===== src/rtl/mpb_rr_arbiter.sv =====
// Round-robin arbiter sharing one MPB secondary between NUM_CH main channels.
// One transfer in flight at a time; the FSM returns to IDLE after every completion.
module mpb_rr_arbiter #(
  parameter int NUM_CH         = 4,
  parameter int DATA_WIDTH     = 32,
  parameter int ADDR_WIDTH     = 32,
  parameter int TIMEOUT_CYCLES = 256
) (
  input  logic                         clk,
  input  logic                         reset,
  input  logic [NUM_CH-1:0]            main_vld,
  input  logic [NUM_CH-1:0]            main_wr,
  input  logic [NUM_CH*ADDR_WIDTH-1:0] main_addr,
  input  logic [NUM_CH*DATA_WIDTH-1:0] main_wdata,
  output logic [NUM_CH-1:0]            main_rdy,
  output logic [DATA_WIDTH-1:0]        main_rdata,
  output logic                         sec_vld,
  output logic                         sec_wr,
  output logic [ADDR_WIDTH-1:0]        sec_addr,
  output logic [DATA_WIDTH-1:0]        sec_wdata,
  input  logic                         sec_rdy,
  input  logic [DATA_WIDTH-1:0]        sec_rdata,
  output logic [NUM_CH-1:0]            grant,
  output logic                         timeout_err
);

  localparam int IW     = (NUM_CH > 1) ? $clog2(NUM_CH) : 1;
  localparam int SW     = IW + 1;
  localparam int TW_RAW = $clog2(TIMEOUT_CYCLES + 1);
  localparam int TW     = (TW_RAW < 1) ? 1 : TW_RAW;
  localparam bit TO_EN  = (TIMEOUT_CYCLES > 0);
  localparam logic [TW-1:0] TLIM = TW'((TIMEOUT_CYCLES > 0) ? TIMEOUT_CYCLES - 1 : 0);

  typedef enum logic {IDLE, BUSY} state_t;

  state_t        state, state_nxt;
  logic [IW-1:0] g, g_nxt, g_adv;
  logic [IW-1:0] rr_ptr, rr_ptr_nxt;
  logic [IW-1:0] sel;
  logic          sel_vld;
  logic [SW-1:0] pos;
  logic [TW-1:0] tcnt, tcnt_nxt;

  assign g_adv = (g == IW'(NUM_CH - 1)) ? '0 : g + 1'b1;

  // Scan from the farthest offset down so the nearest requester at/after rr_ptr wins.
  always_comb begin
    sel     = '0;
    sel_vld = 1'b0;
    pos     = '0;
    for (int i = NUM_CH - 1; i >= 0; i--) begin
      pos = {1'b0, rr_ptr} + SW'(i);
      if (pos >= SW'(NUM_CH)) pos = pos - SW'(NUM_CH);
      if (main_vld[pos[IW-1:0]]) begin
        sel     = pos[IW-1:0];
        sel_vld = 1'b1;
      end
    end
  end

  always_comb begin
    state_nxt   = state;
    g_nxt       = g;
    rr_ptr_nxt  = rr_ptr;
    tcnt_nxt    = tcnt;
    sec_vld     = 1'b0;
    sec_wr      = 1'b0;
    sec_addr    = '0;
    sec_wdata   = '0;
    grant       = '0;
    main_rdy    = '0;
    main_rdata  = '0;
    timeout_err = 1'b0;
    case (state)
      IDLE: begin
        if (sel_vld) begin
          state_nxt = BUSY;
          g_nxt     = sel;
          tcnt_nxt  = '0;
        end
      end
      BUSY: begin
        grant[g]  = 1'b1;
        sec_wr    = main_wr[g];
        sec_addr  = main_addr[g*ADDR_WIDTH +: ADDR_WIDTH];
        sec_wdata = main_wdata[g*DATA_WIDTH +: DATA_WIDTH];
        // A main that withdraws its request mid-transfer forfeits its slot silently.
        if (!main_vld[g]) begin
          state_nxt  = IDLE;
          rr_ptr_nxt = g_adv;
        end else begin
          sec_vld = 1'b1;
          if (sec_rdy) begin
            main_rdy[g] = !reset;
            main_rdata  = sec_rdata;
            state_nxt   = IDLE;
            rr_ptr_nxt  = g_adv;
          end else if (TO_EN && tcnt == TLIM) begin
            main_rdy[g] = !reset;
            main_rdata  = '1;
            timeout_err = !reset;
            state_nxt   = IDLE;
            rr_ptr_nxt  = g_adv;
          end else begin
            tcnt_nxt = tcnt + 1'b1;
          end
        end
      end
      default: state_nxt = IDLE;
    endcase
  end

  always_ff @(posedge clk) begin
    if (reset) begin
      state  <= IDLE;
      rr_ptr <= '0;
      tcnt   <= '0;
      g      <= '0;
    end else begin
      state  <= state_nxt;
      rr_ptr <= rr_ptr_nxt;
      tcnt   <= tcnt_nxt;
      g      <= g_nxt;
    end
  end

endmodule


===== config.mk =====
export PLATFORM = sky130hd
export DESIGN_NAME = mpb_rr_arbiter
export DESIGN_NICKNAME = d
export VERILOG_FILES = /design/src/rtl/mpb_rr_arbiter.sv
export SDC_FILE = /design/constraint.sdc
export NUM_CORES = 1
export LEC_CHECK = 0
export BUFFER_PORTS_ARGS = -buffer_cell sky130_fd_sc_hd__buf_2
export CORE_AREA = 2 2 156 158
export CTS_BUF_LIST = sky130_fd_sc_hd__clkbuf_16
export DETAILED_ROUTE_END_ITERATION = 10
export DIE_AREA = 0 0 158 160
export HOLD_SLACK_MARGIN = 0.08
export PLACE_DENSITY = 0.5
export REMOVE_ABC_BUFFERS = 1
export SYNTH_ARGS = -nofsm -noshare
export SYNTH_HDL_FRONTEND = slang
export SYNTH_SLANG_ARGS = --single-unit

===== constraint.sdc =====
create_clock -name clk -period 2.5 [get_ports clk]
set_input_delay 0.125 -clock clk [delete_from_list [all_inputs] [get_ports clk]]
set_output_delay 0.125 -clock clk [all_outputs]
set_load 0.01 [all_outputs]

==> metrics.yaml <==
synth_area_sq_um: 3270
critPathMaxFanout: 19
die_x_um: 158
synth_edf_count: 0
swShare_pct: 37.6
crit_family: "simple AND/OR/NAND/NOR gates"
synth_common_cells: "and2_1 (70), mux4_2 (66), a21oi_1 (46), inv_1 (40)"
htreeDepth: 1
period_share_pct: 89.0
synth_warnings: 0
gp_congestion: 0.791
drtIter0Drc: 251
grt_max_degree: 46
clk_pin_slew_worst_paths_ns: 0.05
grt_pass1_vias: 4236
clk_latency_ns: 0.25
multi_input_area_sq_um: 2650
setup_viol: 0
drtAntennaViolNets: 0
ys_async_sr_fraction_pct: 0
ys_seq_area_share_pct: 8.58
pwr-share-seq_pct: 15.5
rsz0062_at_grt: "false"
p_per_area_nw_per_um2: 283
worst_ep_required_time_ns: 2.68
synthCells: 334
ys.flop_type: "dfxtp_1"
ys_top_cells_by_area: "mux4_2 (46%), and2_1 (13%), dfxtp_1 (8.6%)"
core_area_sq_um: 23800
netlist.area_leader.share_pct: 45.5
n_fill_cell: 2690
cts_num_sinks: 14
grt_overflow: 0
min_to: "g[1]"
r2r_cells: 9
worst_pin_slew_ns: 0.683
worstPathArrival_ns: 2.40
pin_count: 406
cts_resized: 0
clk_root_buffer_cell: "clkbuf_16"
worstHoldPathType: "in -> reg"
regArea_sq_um: 289
finalHoldViolCount: 0
cts_buffers: 3
p_total_mw: 1.62
finClkSkew_ns: 0.00543
core.rowCount: 57
yosysMostFrequentCell: "and2_1"
r2r_setup_slack_ns: 0.28
grt_usage_pct: 14.0
start_util_pct: 13.7
outcome: "finished clean"
holdBufCountCts: 0
crit_type: "reg -> reg"
p_clk_share_pct: 19.4
dp_hpwl_um: 16600
antenna_found_initial: 1
internal_power_mw: 1.01
startpoint: "tcnt[0]"
endpoint_kind: "flip-flop"
crit_path_start_kind: "flip-flop"
holdPathStages: 2
yosys.cell_types.count: 36
dieArea_sq_um: 25300
num_vias: 4249
slowest_delay_ns: 0.47
finalSetupTns_ns: 0
cpMaxStageDelayCell: "or4_1"
maxCapViolCount: 0
io_buffer_count: 405
cts_tree: "done"
ys_seq_elements: 14
r2r-end: "tcnt[5]"
max_freq_mhz: 450
hp-start: "reset"
worstReg2RegStart: "tcnt[0]"
p_leak_nw: 2.93
clk_path_buf_depth: 2
firstDrtPassIters: 4
worst_path_most_repeated_cell: "ha_1"
area_growth_pct: 75.1
grt_pass1_wl_um: 26400
wl_um: 19300
peakVddDrop_mv: 0.202
diodes: 0
slew_headroom_pct: 54.5
slew_viol_final: 0
wl_per_cell_um: 18.5
cp.buffers_inverters: 1
p_sw_mw: 0.608
synth.avg_cell_area_sq_um: 9.78
route.detailed.drc: 0
power_frac_comb_pct: 65.1
die_h_um: 160
cts_setup_buffers: 0
timing.final.crit_period_ns: 2.22
yosys.area.top_type: "mux4_2"
nNetsFinal: 1027
crit_chain: "ha_1 > nand2_1 > nor2_1 > ha_1 > nor4b_4 > a32oi_2 > buf_4 > or4_1 > a21oi_1"
layout-drive-gt1-share_pct: 69.2
viasPerCell: 4.07
[per-layer routing]
layer	share of wire, %	wire [um]	up-vias	GRT usage, %
met3	12	2380	10	5.86
met1	43	8270	2011	18.7
met5	0.062	12	-	0
li1	-	-	2022	-
met4	0.56	108	2	1.35
met2	44	8570	204	22.0
[final cells by class]
class                           count  area share, %
Clock buffer                        3           1.31
Multi-Input combinational cell    247           46.3
Timing Repair Buffer              416           37.5
Sequential cell                    14           5.05
Tap cell                          324           7.09
Inverter                           40           2.63
Clock inverter                      1         0.0656
[stage by stage]
step	setup slack [ns]	cells	hold WS (ns)	instance area [sq um]	utilization, %
final	0.275	1045	0.189	5720	24.0
after global routing	0.0657	1045	0.230	5720	24.0
after CTS	0.266	1045	0.182	5720	24.0
after detailed placement	0.272	1041	0.448	5640	23.7
after global placement	0.323	1041	0.428	5640	23.7
after floorplan	-1.95	301	0.194	3080	-
[worst max path at each step]
stage                                to  slack [ns]  cells past startpoint
after global placement          tcnt[7]        0.32                      9
after global routing        main_rdy[2]        0.07                      9
after floorplan           main_rdata[0]       -1.95                      4
after CTS                       tcnt[7]        0.27                      9
after detailed placement        tcnt[7]        0.27                      9
final                           tcnt[5]        0.28                      9
[state kept, by name (all words and copies together) (netlist names)]
register	flops
g	2
state	1
tcnt	9
rr_ptr	2
[power by group through the flow]
stage                     Combinational, mW  Clock (mW)  Sequential (mW)
final                                  1.05       0.314            0.251
after global routing                   1.15       0.320            0.254
after CTS                              1.07       0.320            0.251
after detailed placement               1.07           0            0.256
after global placement                 1.06           0            0.256
after floorplan                       0.473           0            0.318
[cells in the final DEF (no fill, tap or decap), types with 2 or more instances in the layout]
master	Yosys	routed
a21oi_1	46	46
and2_1	70	70
and3_1	5	5
buf_12	0	3
buf_2	11	405
buf_4	1	8
clkbuf_16	0	3
dfxtp_1	14	11
dfxtp_4	0	2
ha_1	6	6
inv_1	40	41
mux2_4	2	2
mux2i_1	2	2
mux4_2	66	66
nand2_1	7	7
nand3_1	7	7
nor2_1	5	5
o21ai_0	3	3
o221ai_1	2	2
o31ai_1	4	4
or2_2	3	3
or3_1	3	3
or4_1	3	3
[cell families (layout without fill, tap and decap cells)]
group,Yosys count,count (layout),share of synthesized area [%]
AO/OA/AOI/OAI,61,61,11.0
AND/OR/NAND/NOR,110,110,20.7
flip-flops,14,14,8.58
multiplexers,70,70,47.1
buffers and inverters,73,460,10.3
adder cells (fa/ha/maj),6,6,2.30
Power figures use the tool's default switching activity.
